### src/rtl/vmem_fill_pkg.sv
// Shared definitions for the vmem rectangle-fill engine.
// Holds the register byte offsets, the CTRL write bit positions and the FSM state type.
package vmem_fill_pkg;

    localparam logic [3:0] REG_CTRL  = 4'h0;
    localparam logic [3:0] REG_ORG   = 4'h4;
    localparam logic [3:0] REG_SIZE  = 4'h8;
    localparam logic [3:0] REG_COLOR = 4'hC;

    localparam int unsigned CTRL_START    = 0;
    localparam int unsigned CTRL_ABORT    = 1;
    localparam int unsigned CTRL_CLR_DONE = 2;

    typedef enum logic {
        IDLE = 1'b0,
        RUN  = 1'b1
    } state_e;

endpackage

### src/rtl/fill_scan.sv
// Raster scan generator for the fill engine.
// Walks col/row over a w x h rectangle and produces the current pixel coordinate.
//   load_i     : restart the scan at col = 0, row = 0
//   advance_i  : step to the next pixel (row-major)
//   x0_i, y0_i : rectangle origin
//   w_i, h_i   : rectangle size (both non-zero while scanning)
//   x_o, y_o   : 9-bit pixel coordinate, origin + offset, never wraps at 256
//   last_o     : current pixel is the final one of the rectangle
//   suppress_o : current pixel lies outside the visible screen
module fill_scan
    import vmem_fill_pkg::*;
#(
    parameter int unsigned SCREEN_W = 240,
    parameter int unsigned SCREEN_H = 240
) (
    input  logic       clk_i,
    input  logic       rst_ni,
    input  logic       load_i,
    input  logic       advance_i,
    input  logic [7:0] x0_i,
    input  logic [7:0] y0_i,
    input  logic [7:0] w_i,
    input  logic [7:0] h_i,
    output logic [8:0] x_o,
    output logic [8:0] y_o,
    output logic       last_o,
    output logic       suppress_o
);

    logic [7:0] col_q, col_d;
    logic [7:0] row_q, row_d;
    logic       col_end;

    assign col_end = (col_q == w_i - 8'd1);

    always_comb begin
        col_d = col_q;
        row_d = row_q;
        if (load_i) begin
            col_d = '0;
            row_d = '0;
        end else if (advance_i) begin
            if (col_end) begin
                col_d = '0;
                row_d = row_q + 8'd1;
            end else begin
                col_d = col_q + 8'd1;
            end
        end
    end

    always_ff @(posedge clk_i or negedge rst_ni) begin
        if (!rst_ni) begin
            col_q <= '0;
            row_q <= '0;
        end else begin
            col_q <= col_d;
            row_q <= row_d;
        end
    end

    assign x_o        = {1'b0, x0_i} + {1'b0, col_q};
    assign y_o        = {1'b0, y0_i} + {1'b0, row_q};
    assign last_o     = col_end && (row_q == h_i - 8'd1);
    assign suppress_o = (32'(x_o) >= SCREEN_W) || (32'(y_o) >= SCREEN_H);

endmodule

### src/rtl/vmem_fill.sv
// Memory-mapped rectangle-fill engine placed in front of the vmem write port.
// The CPU programs ORG/SIZE/COLOR, writes START, and the engine emits one pixel per cycle,
// yielding to CPU stores which always win the write port.
//   clk_i, rst_ni           : clock, asynchronous active-low reset
//   we_i, addr_i, wdata_i   : register write port; rdata_o is the registered read data
//   cpu_we_i/addr_i/wdata_i : CPU store path into vmem
//   vmem_we_o/addr_o/wdata_o: merged write port to vmem (combinational)
//   busy_o                  : engine is running
module vmem_fill
    import vmem_fill_pkg::*;
#(
    parameter int unsigned SCREEN_W = 240,
    parameter int unsigned SCREEN_H = 240
) (
    input  logic        clk_i,
    input  logic        rst_ni,
    input  logic        we_i,
    input  logic [3:0]  addr_i,
    input  logic [31:0] wdata_i,
    output logic [31:0] rdata_o,
    input  logic        cpu_we_i,
    input  logic [15:0] cpu_addr_i,
    input  logic [2:0]  cpu_wdata_i,
    output logic        vmem_we_o,
    output logic [15:0] vmem_addr_o,
    output logic [2:0]  vmem_wdata_o,
    output logic        busy_o
);

    state_e      state_q, state_d;
    logic        done_q, done_d;
    logic [15:0] org_q, org_d;
    logic [15:0] size_q, size_d;
    logic [2:0]  color_q, color_d;
    logic [31:0] rdata_q, rdata_d;

    logic       busy, ctrl_wr, start, abort, clr_done, advance, load;
    logic [8:0] scan_x, scan_y;
    logic       scan_last, scan_suppress;
    logic       unused_bits;

    assign busy     = (state_q == RUN);
    assign ctrl_wr  = we_i && (addr_i == REG_CTRL);
    // ABORT masks START when both arrive in one write.
    assign start    = ctrl_wr && wdata_i[CTRL_START] && !wdata_i[CTRL_ABORT];
    assign abort    = ctrl_wr && wdata_i[CTRL_ABORT];
    assign clr_done = ctrl_wr && wdata_i[CTRL_CLR_DONE];
    // The engine freezes on its current pixel whenever the CPU owns the port.
    assign advance  = busy && !cpu_we_i;

    fill_scan #(
        .SCREEN_W (SCREEN_W),
        .SCREEN_H (SCREEN_H)
    ) u_scan (
        .clk_i      (clk_i),
        .rst_ni     (rst_ni),
        .load_i     (load),
        .advance_i  (advance),
        .x0_i       (org_q[7:0]),
        .y0_i       (org_q[15:8]),
        .w_i        (size_q[7:0]),
        .h_i        (size_q[15:8]),
        .x_o        (scan_x),
        .y_o        (scan_y),
        .last_o     (scan_last),
        .suppress_o (scan_suppress)
    );

    // FSM and done flag; a done set later in this block overrides CLR_DONE.
    always_comb begin
        state_d = state_q;
        done_d  = done_q;
        load    = 1'b0;
        if (clr_done) begin
            done_d = 1'b0;
        end
        unique case (state_q)
            IDLE: begin
                if (start) begin
                    if (size_q[7:0] != 8'd0 && size_q[15:8] != 8'd0) begin
                        state_d = RUN;
                        load    = 1'b1;
                        done_d  = 1'b0;
                    end else begin
                        done_d = 1'b1;
                    end
                end
            end
            RUN: begin
                if (abort) begin
                    state_d = IDLE;
                end else if (advance && scan_last) begin
                    state_d = IDLE;
                    done_d  = 1'b1;
                end
            end
            default: state_d = IDLE;
        endcase
    end

    // Parameter registers are frozen while the engine runs.
    always_comb begin
        org_d   = org_q;
        size_d  = size_q;
        color_d = color_q;
        if (we_i && !busy) begin
            case (addr_i)
                REG_ORG:   org_d   = wdata_i[15:0];
                REG_SIZE:  size_d  = wdata_i[15:0];
                REG_COLOR: color_d = wdata_i[2:0];
                default:   ;
            endcase
        end
    end

    always_comb begin
        case (addr_i)
            REG_CTRL:  rdata_d = {29'b0, done_q, 1'b0, busy};
            REG_ORG:   rdata_d = {16'b0, org_q};
            REG_SIZE:  rdata_d = {16'b0, size_q};
            REG_COLOR: rdata_d = {29'b0, color_q};
            default:   rdata_d = '0;
        endcase
    end

    always_ff @(posedge clk_i or negedge rst_ni) begin
        if (!rst_ni) begin
            state_q <= IDLE;
            done_q  <= 1'b0;
            org_q   <= '0;
            size_q  <= '0;
            color_q <= '0;
            rdata_q <= '0;
        end else begin
            state_q <= state_d;
            done_q  <= done_d;
            org_q   <= org_d;
            size_q  <= size_d;
            color_q <= color_d;
            rdata_q <= rdata_d;
        end
    end

    always_comb begin
        if (cpu_we_i) begin
            vmem_we_o    = 1'b1;
            vmem_addr_o  = cpu_addr_i;
            vmem_wdata_o = cpu_wdata_i;
        end else begin
            vmem_we_o    = busy && !scan_suppress;
            vmem_addr_o  = {scan_y[7:0], scan_x[7:0]};
            vmem_wdata_o = color_q;
        end
    end

    assign rdata_o     = rdata_q;
    assign busy_o      = busy;
    assign unused_bits = ^{wdata_i[31:16], scan_x[8], scan_y[8]};

endmodule

### config.mk
export PLATFORM = sky130hd
export DESIGN_NAME = vmem_fill
export DESIGN_NICKNAME = d
export VERILOG_FILES = /design/src/rtl/vmem_fill_pkg.sv /design/src/rtl/fill_scan.sv /design/src/rtl/vmem_fill.sv
export SDC_FILE = /design/constraint.sdc
export NUM_CORES = 1
export LEC_CHECK = 0
export BUFFER_PORTS_ARGS = -buffer_cell sky130_fd_sc_hd__buf_2
export CORE_ASPECT_RATIO = 0.7
export CORE_MARGIN = 8
export CORE_UTILIZATION = 40
export DETAILED_ROUTE_END_ITERATION = 10
export GPL_ROUTABILITY_DRIVEN = 0
export SLEW_MARGIN = 20
export SYNTH_ARGS = -nofsm -noshare
export SYNTH_HDL_FRONTEND = slang
export SYNTH_SLANG_ARGS = --single-unit
### constraint.sdc
create_clock -name clk_i -period 4.3 [get_ports clk_i]
set_clock_uncertainty 0.05 [all_clocks]
set_input_delay 0.215 -clock clk_i [delete_from_list [all_inputs] [get_ports clk_i]]
set_output_delay 0.215 -clock clk_i [all_outputs]
set_load 0.05 [all_outputs]
After elaboration in Yosys (flattened, before gate mapping)

Index checks and enable logic that the tools add are counted.
W data, S select, Z words.

Add/sub/neg operators: 6
$lt $le $gt $ge: 2
Equality and inequality tests: 5
Muxes and demuxes: 22
Bitwise gates (word level): 1
Reduce and logical (&&, ||, !) cells: 25

Operator list:

| operator              | count |
|---|---|
| $pmux W16 S4          | 1 |
| $mux W8               | 6 |
| $add A8 B8 Y9         | 2 |
| $ge A9 B8 Y1 const B  | 2 |
| $add A8 B1 Y8 const B | 2 |
| $eq A8 B8 Y1          | 2 |
| $mux W16              | 1 |
| $reduce_bool A8 Y1    | 2 |
| $sub A8 B1 Y8 const B | 2 |
| $logic_and A1 B1 Y1   | 11 |
| $mux W1               | 11 |
| $eq A4 B4 Y1 const B  | 2 |
| $reduce_and A2 Y1     | 4 |
| $eq A4 B3 Y1 const B  | 1 |
| $logic_not A1 Y1      | 4 |
| $logic_not A4 Y1      | 1 |
| $pmux W1 S2           | 2 |
| $reduce_bool A2 Y1    | 2 |
| $mux W3               | 1 |
| $logic_or A1 B1 Y1    | 1 |
| $not A1 Y1            | 1 |

Register bits: 85
Input port bits: 59
Output and inout port bits: 53
Logic and storage cells: 69

Longest topological paths before layout

Gate-level depths: netlist of the first run.

Depth after elaboration: 8
Mapped depth: 9

By module

A second synthesis of the first run with hierarchy kept.

Cells, all modules: 438
Area total of the unflattened synthesis: 4584.4 um^2

By module, submodules not included:

| module    | times used | cells each | area each (um^2) |
|---|---|---|---|
| vmem_fill | 1          | 196        | 2582.5 |
| fill_scan | 1          | 242        | 2001.9 |

Worst setup path after synthesis of the first run

No wires, ideal clock.

Path type: register to output
Start: reg u_scan.col_q[0]
End: out vmem_we_o
Data arrival time: 2.814 ns
Path slack: 1.221 ns
Stages on the path, launching flop included: 10
Path buffers: 0
Path through: dfrtp_1 -> ha_1 -> inv_1 -> fa_1 -> nor2b_1 -> o31a_1 -> o21a_1 -> o21a_1 -> nor4_1 -> a211oi_1

Longest elaborated chain between the ends: 6

RTL lines:

| what                   | RTL line         | RTL |
|---|---|---|
| start, declared        | fill_scan.sv:30  | `logic [7:0] col_q, col_d;` |
| start signal, assigned | fill_scan.sv:57  | `col_q <= col_d;` |
| $add A8 B8 Y9          | fill_scan.sv:62  | `assign x_o = {1'b0, x0_i} + {1'b0, col_q};` |
| $ge A9 B8 Y1           | fill_scan.sv:65  | `assign suppress_o = (32'(x_o) >= SCREEN_W) \|\| (32'(y_o) >= SCREEN_H);` |
| $logic_or A1 B1 Y1     | fill_scan.sv:65  |  |
| $logic_not A1 Y1       | vmem_fill.sv:150 | `vmem_we_o = busy && !scan_suppress;` |
| $logic_and A1 B1 Y1    | vmem_fill.sv:150 |  |
| $mux W1                | vmem_fill.sv:145 | `if (cpu_we_i) begin` |
| end, declared          | vmem_fill.sv:24  | `output logic vmem_we_o,` |

No other way between the ends.

Worst setup path in the final report of the first run

Start: reg size_q[0]
End: reg state_q, in the netlist busy_o

Longest elaborated chain between the ends: 7

RTL lines:

| what                   | RTL line         | RTL |
|---|---|---|
| start, declared        | vmem_fill.sv:33  | `logic [15:0] size_q, size_d;` |
| start signal, assigned | vmem_fill.sv:138 | `size_q <= size_d;` |
| $sub A8 B1 Y8          | fill_scan.sv:34  | `assign col_end = (col_q == w_i - 8'd1);` |
| $eq A8 B8 Y1           | fill_scan.sv:34  |  |
| $logic_and A1 B1 Y1    | fill_scan.sv:64  | `assign last_o = col_end && (row_q == h_i - 8'd1);` |
| $logic_and A1 B1 Y1    | vmem_fill.sv:92  | `end else if (advance && scan_last) begin` |
| $mux W1                | vmem_fill.sv:92  |  |
| $mux W1                | vmem_fill.sv:90  | `if (abort) begin` |
| $pmux W1 S2 (*)        | vmem_fill.sv:77  | `unique case (state_q)` |
| named net state_d      | vmem_fill.sv:30  | `state_e state_q, state_d;` |
| end signal, assigned   | vmem_fill.sv:135 | `state_q <= state_d;` |
| end, declared          | vmem_fill.sv:30  |  |

Mark *: on every way through the listed nets, which the timed path passes. The rest lies on a longest branch.
A chain may end at the register's enable or synchronous reset.

==> impl_metrics.ini, run 1 <==
[status]
status = complete, no violations

[layout]
layout.nets = 607
syn_to_final_growth_pct = 18.76
num_antenna_cells = 0
fillers = 1048
regArea_mm2 = 0.001727
final_cell_count_no_fill = 683
drive_above_1_share_pct = 28.11
multi_input_area_mm2 = 0.002499

[setup_path]
crit_required_ps = 4420
cp.arrival_ps = 3290
slowest_stage = a2111oi_0
crit_chain = inv_1 > ha_1 > o21ba_1 > a221o_1 > a211oi_2 > nand4_1 > a2111oi_0 > o21ai_0
path_class = reg -> reg
start_kind = flip-flop
slowest_delay_ps = 910
end_kind = flip-flop
crit_fanout = 6

[cts]
path_clk_slew_ps = 60
clock_sinks = 69
cts_max_path_buffers = 2
cts_root_buf = clkbuf_16
post_cts_resized = 0
tritoncts = yes
post_cts_buffers = 0
cts_hold_buf = 1
insertion_delay_ps = 330
cts_buffers = 9
htree_levels = 3

[timing]
setup_viol = 0
max_freq_ghz = 0.3151
fin_crit_sh_pct = 73.79
relSlewSlack_pct = 35.19
drv_slew = 0
finalHoldViolCount = 0
worstMarginPinSlew_ps = 947.7
setup_tns_ps = 0
fin_crit_ps = 3173
rsz0062_at_grt = false

[placed_design]
placedCellCount = 666
dp_hpwl_um = 9161
portBuffers = 79

[synth]
ys_async_sr_fraction_pct = 100.0
ys_top_cells_by_area = dfrtp_1, mux2_2, ha_1
synth_ff_type = dfrtp_1
synth_area_mm2 = 0.004442
ys_warn_count = 0
synth_edf_count = 0
synthCells = 447
yosysSeqAreaShare_pct = 38.87
yosys.cell_types.count = 57
yosysTopAreaCellShare_pct = 38.87
synth_seq_cells = 69
synth_area_leader_cell = dfrtp_1
synth.avg_cell_area_um2 = 9.937

[power_and_ir_drop]
p_int_w = 0.001658
switching_share_pct = 36.84
p_clk_share_pct = 32.4
p_total_w = 0.002626
p_sw_w = 0.0009673
p_comb_share_pct = 33.0
seqPwrFrac_pct = 34.5
leakage_nw = 2.453
ir_worst_vdd_mv = 0.2306
power_density_mw_per_mm2 = 497.7

[routing]
via_count = 3608
dr.pass1.iters = 5
antenna_left = 0
remaining_drc_errors = 0
drt-vias-per-instance = 5.283
drt_wl_total_um = 11920
drt_iter0_drc = 292
wire_per_inst_um = 17.45

[floorplan]
start_util_pct = 40.64
die_x_um = 142.0
dieHeight_um = 104.2
dieArea_mm2 = 0.01479
num_rows = 32
fp.coreArea_mm2 = 0.01093
io_pins = 112

[grt]
overflow = 0
antenna_found_initial = 0
grt_pass1_vias = 3444
grt_pass1_wl_um = 18640
grt_usage_pct = 15.97
grt_max_degree = 43

[job]
maxCapViolCount = 0

[hold_path]
holdCritPathClass = in -> reg
==> power groups by stage <==
| stage | Sequential (W) | Clock (W) | Combinational, W |
|---|---|---|---|
| floorplan | 0.000888 | 0 | 0.000681 |
| global placement | 0.000911 | 0 | 0.000848 |
| detailed placement | 0.000916 | 0 | 0.000866 |
| CTS | 0.000904 | 0.000863 | 0.000873 |
| global route | 0.000923 | 0.000886 | 0.000941 |
| finish | 0.000907 | 0.000851 | 0.000867 |
==> Yosys cell counts (4+ instances only) <==
cell,instances
a31oi_1,4
dfrtp_1,69
nor2_1,35
nand3_1,7
inv_1,18
ha_1,21
or3_1,4
or4_1,6
o21ai_0,22
a21oi_1,16
clkbuf_1,13
buf_4,16
nand4_1,6
nor2b_1,8
nand2b_1,4
nor3_1,8
xor2_1,15
o31ai_1,4
a22oi_1,15
nand2_1,32
xnor2_1,19
o211ai_1,5
and3_1,6
o21a_1,6
mux2_2,43
==> metrics by stage <==
step / worst slack [ps] / cell area, µm² / utilization [%] / hold WS (ps)
after floorplan: 1221 / 4498 / - / -130.6
after global placement: 1307 / 4925 / 45.05 / 215.8
after detailed placement: 1201 / 4925 / 45.05 / 226.9
after CTS: 1184 / 5275 / 48.26 / 71.85
after global routing: 927.5 / 5275 / 48.26 / 77.06
final: 1127 / 5275 / 48.26 / 82.38
==> final cells by class <==
cell class / count / share of cell area (%)
Multi-Input combinational cell: 341 / 47.37
Sequential cell: 69 / 32.73
Timing Repair Buffer: 86 / 8.539
Clock buffer: 10 / 4.341
Tap cell: 153 / 3.629
Clock inverter: 6 / 2.111
Inverter: 18 / 1.281
==> cells by family after synthesis <==
kind of cell	synth area share, %
other	0.08443
buffers and inverters	6.141
AO/OA/AOI/OAI	14.28
AND/OR/NAND/NOR	14.65
multiplexers	12.45
adder cells (fa/ha/maj)	6.817
flip-flops	38.87
XOR/XNOR	6.704
==> critical path, delay by kind of cell (launching register included) <==
family	cells	cell delay, ps
flops	1	450
buf+inv	1	90
fa+ha+maj	1	270
simple gates	1	250
compound gates	5	1910
==> worst paths after layout <==
| kind | slack [ps] | end | from | cells after the start |
|---|---|---|---|---|
| min in group asynchronous | 390 | color_q[1]$_DFFE_PN0P_ | rst_ni | 2 |
| worst max register to register | 1130 | busy_o$_DFF_PN0_ | size_q[0]$_DFFE_PN0P_ | 8 |
| max in group asynchronous | 2810 | rdata_o[14]$_DFF_PN0_ | rst_ni | 3 |
| worst max-delay path | 1130 | busy_o$_DFF_PN0_ | size_q[0]$_DFFE_PN0P_ | 8 |
| worst min register to register | 490 | org_q[1]$_DFFE_PN0P_ | org_q[1]$_DFFE_PN0P_ | 1 |
| worst min-delay path | 80 | size_q[5]$_DFFE_PN0P_ | wdata_i[5] | 2 |
==> registers in the layout, indices dropped and copies added, names as in the netlist <==
| register | cells |
|---|---|
| busy_o | 1 |
| color_q | 3 |
| done_q | 1 |
| org_q | 16 |
| rdata_o | 16 |
| size_q | 16 |
| u_scan.col_q | 8 |
| u_scan.row_q | 8 |
==> metal layers <==
layer,part of all wire (%),vias up,GRT usage (%),wire [µm]
li1,-,1739,-,-
met1,48,1753,22.03,5684
met2,43,103,23.84,5166
met3,7.0,13,3.851,834
met4,1.9,0,5.500,229
met5,0,-,0,0
==> cell usage in the layout, fill, tap and decap left out, drive strengths merged, types with 2 or more instances in the layout <==
master | synthesis | routed
a2111oi | 2 | 2
a211oi | 4 | 4
a21o | 2 | 2
a21oi | 16 | 16
a22oi | 15 | 15
a31oi | 4 | 4
and3 | 6 | 6
buf | 21 | 85
bufinv | 0 | 3
clkbuf | 13 | 10
clkinv | 0 | 2
conb | 1 | 16
dfrtp | 69 | 69
fa | 2 | 2
ha | 21 | 21
inv | 18 | 18
mux2 | 43 | 43
mux2i | 2 | 2
mux4 | 2 | 2
nand2 | 32 | 32
nand2b | 4 | 4
nand3 | 7 | 7
nand4 | 6 | 6
nor2 | 35 | 35
nor2b | 8 | 8
nor3 | 8 | 8
nor3b | 3 | 3
nor4 | 3 | 3
o2111ai | 3 | 3
o211ai | 5 | 5
o21a | 6 | 6
o21ai | 22 | 22
o31a | 2 | 2
o31ai | 4 | 4
or3 | 4 | 4
or4 | 6 | 6
xnor2 | 19 | 19
xor2 | 15 | 15
Note: power is estimated with default switching activity, not from simulation.
==> run 2, diff against run 1 <==
Settings changed: ABC_AREA set to 1.
Clock period 4.3 ns to 3.2 ns, I/O delays scaled along.
==> impl_metrics.ini, run 2 <==
[status]
status = complete, no violations

[synth]
ys_async_sr_fraction_pct = 100.0
synth_area_mm2 = 0.004756
yosysSeqAreaShare_pct = 36.31
synth_compound_area_share_pct = 10.39
yosysTopAreaCellShare_pct = 36.31
synth_fa_ha_area_share_pct = 6.367
ys_top_cells_by_area = dfrtp_1, nand2_1, inv_1
synth.avg_cell_area_um2 = 7.025
synth_area_leader_cell = dfrtp_1
synth_common_cells = nand2_1, inv_1, dfrtp_1
synth_mux_area_share_pct = 0
ys_warn_count = 0
synthSimpleGateAreaFrac_pct = 31.73
post-synth-top-count-cell = nand2_1
synth_top_family_by_area = simple AND/OR/NAND/NOR gates
synthXorXnorAreaFrac_pct = 3.841
synth_seq_cells = 69
synthCells = 677
synth_edf_count = 0
synth_ff_type = dfrtp_1
yosys.cell_types.count = 38

[layout]
num_antenna_cells = 0
final_cell_mix = nand2_1, inv_1, buf_2
fin_area_mm2 = 0.005515
final_common_cell = nand2_1
layout.nets = 838
syn_to_final_growth_pct = 15.97
drive_above_1_share_pct = 15.55

[timing]
layout_setup_ws_ps = 398.3
drv_slew = 0
finalHoldViolCount = 0
rsz0062_at_grt = false
fin_crit_sh_pct = 87.55
max_freq_ghz = 0.3569
fin_crit_ps = 2802
setup_tns_ps = 0
worstMarginPinSlew_ps = 661.2
setup_viol = 0
relSlewSlack_pct = 55.87

[grt]
grt_usage_pct = 17.47
grt_pass1_vias = 4106
grt_pass1_wl_um = 21860
overflow = 0
grt_max_degree = 48
antenna_found_initial = 0

[floorplan]
die_x_um = 146.3
dieHeight_um = 107.2
dieArea_mm2 = 0.01569
io_pins = 112
fp.coreArea_mm2 = 0.01164
start_util_pct = 40.84
num_rows = 33

[power_and_ir_drop]
power_density_mw_per_mm2 = 729.8
ir_worst_vdd_mv = 0.3254
leakage_nw = 3.064

[setup_path]
r2r_end = u_scan.row_q[0]$_DFFE_PN0P_
crit_chain = ha_1 > inv_1 > fa_1 > inv_1 > a21oi_1 > o21ai_0 > xor2_1 > nor2_1 > nand2_1 > nand3_1 > nand2_1 > buf_2
regToRegStartpoint = size_q[0]$_DFFE_PN0P_
worstRegToRegCells = 13
crit_end = vmem_we_o
start_kind = flip-flop
crit_path_start = u_scan.row_q[0]$_DFFE_PN0P_
slowest_stage = dfrtp_1
slowest_delay_ps = 420
cp.arrival_ps = 2590
reg2reg_slack_ps = 970
crit_required_ps = 2990
end_kind = output pin
path_class = reg -> out
crit_fanout = 6

[cts]
path_clk_slew_ps = 50
post_cts_buffers = 0
tritoncts = yes
post_cts_resized = 0
cts_max_path_buffers = 2
cts_buffers = 9
clock_sinks = 69
insertion_delay_ps = 340
cts_root_buf = clkbuf_16
htree_levels = 3

[routing]
wire_per_inst_um = 14.73
antenna_left = 0
drt_wl_total_um = 13490
dr.pass1.iters = 5
via_count = 4486
remaining_drc_errors = 0
drt-vias-per-instance = 4.897
drt_iter0_drc = 268

[placed_design]
pre_cts_slack_ps = 747.2
dp_hpwl_um = 10370
place_area_mm2 = 0.005239
portBuffers = 79

[job]
maxCapViolCount = 0

[hold_path]
holdCritPathClass = in -> reg
[run 2: cell types whose count changed after synthesis, sizes merged, moves of 8 or more]
cell | previous run | this run
xnor2 | 19 | 11
a22oi | 15 | 0
inv | 18 | 91
nand2 | 32 | 233
nor2b | 8 | 0
mux2 | 43 | 0
o21ai | 22 | 65
nand3 | 7 | 47
[run 2: cell type report]
type | count | area, µm²
fillers | 1201 | 6128
multi-input cells | 501 | 2549
flip-flops and latches | 69 | 1727
repair buffers | 84 | 435.4
inverters | 91 | 341.6
clock buffers | 12 | 256.5
well taps | 157 | 196.4
clock inverters | 2 | 10.01
[run 2: cells by family (layout without fill, tap and decap cells)]
kind of cell               Yosys count  count (layout)
AOI/OAI and AO/OA                   93              93
xor gates and xnor gates            20              20
and+or+nand+nor                    349             349
adders and majority gates           23              23
other                                1              16
buffers and inverters              122             189
DFF                                 69              69
[run 2: how the worst min path moves through the flow]
stage | cells past startpoint | endpoint | startpoint | slack [ps]
after floorplan | 0 | busy_o$_DFF_PN0_ | rst_ni | -190
after global placement | 1 | rdata_o[5]$_DFF_PN0_ | rst_ni | 130
after detailed placement | 1 | rdata_o[5]$_DFF_PN0_ | rst_ni | 140
after CTS | 3 | org_q[11]$_DFFE_PN0P_ | wdata_i[11] | 30
after global routing | 3 | size_q[5]$_DFFE_PN0P_ | wdata_i[5] | 50
final | 3 | org_q[11]$_DFFE_PN0P_ | wdata_i[11] | 40
[run 2: report_power, final]
group          internal [W]  total (W)  switching [W]
logic              0.000587    0.00185        0.00127
registers           0.00103    0.00125       0.000224
clock network      0.000555   0.000917       0.000362
[run 2: critical path: cells and delay by family (launching register included)]
family,cells,cell delay [ps]
AOI/OAI and AO/OA,2,280
xor gates and xnor gates,1,200
adders and majority gates,2,610
buffers and inverters,3,460
DFF,1,420
and+or+nand+nor,4,270
[run 2: through the flow]
stage	instances	utilization, %	power, W	hold slack (ps)
after floorplan	692	-	0.002647	-185.6
after global placement	901	44.99	0.003067	126.3
after detailed placement	901	44.99	0.003098	137.1
after CTS	916	47.37	0.004036	27.77
after global routing	916	47.37	0.004342	54.39
final	916	47.37	0.004025	38.45
[run 2: repair_timing]
| item | in CTS | in global routing |
|---|---|---|
| hold endpoints to repair | 22 | 0 |
| endpoints found under the setup margin | 0 | 0 |
| hold buffers | 1 | 0 |
[run 2: routing by layer]
metal | track usage [%] | vias to the layer above | share of wire (%)
met5 | 0 | - | 0
met4 | 3.516 | 0 | 0.79
met3 | 5.764 | 9 | 8.5
met2 | 24.11 | 156 | 39
met1 | 25.74 | 2044 | 51
li1 | - | 2277 | -
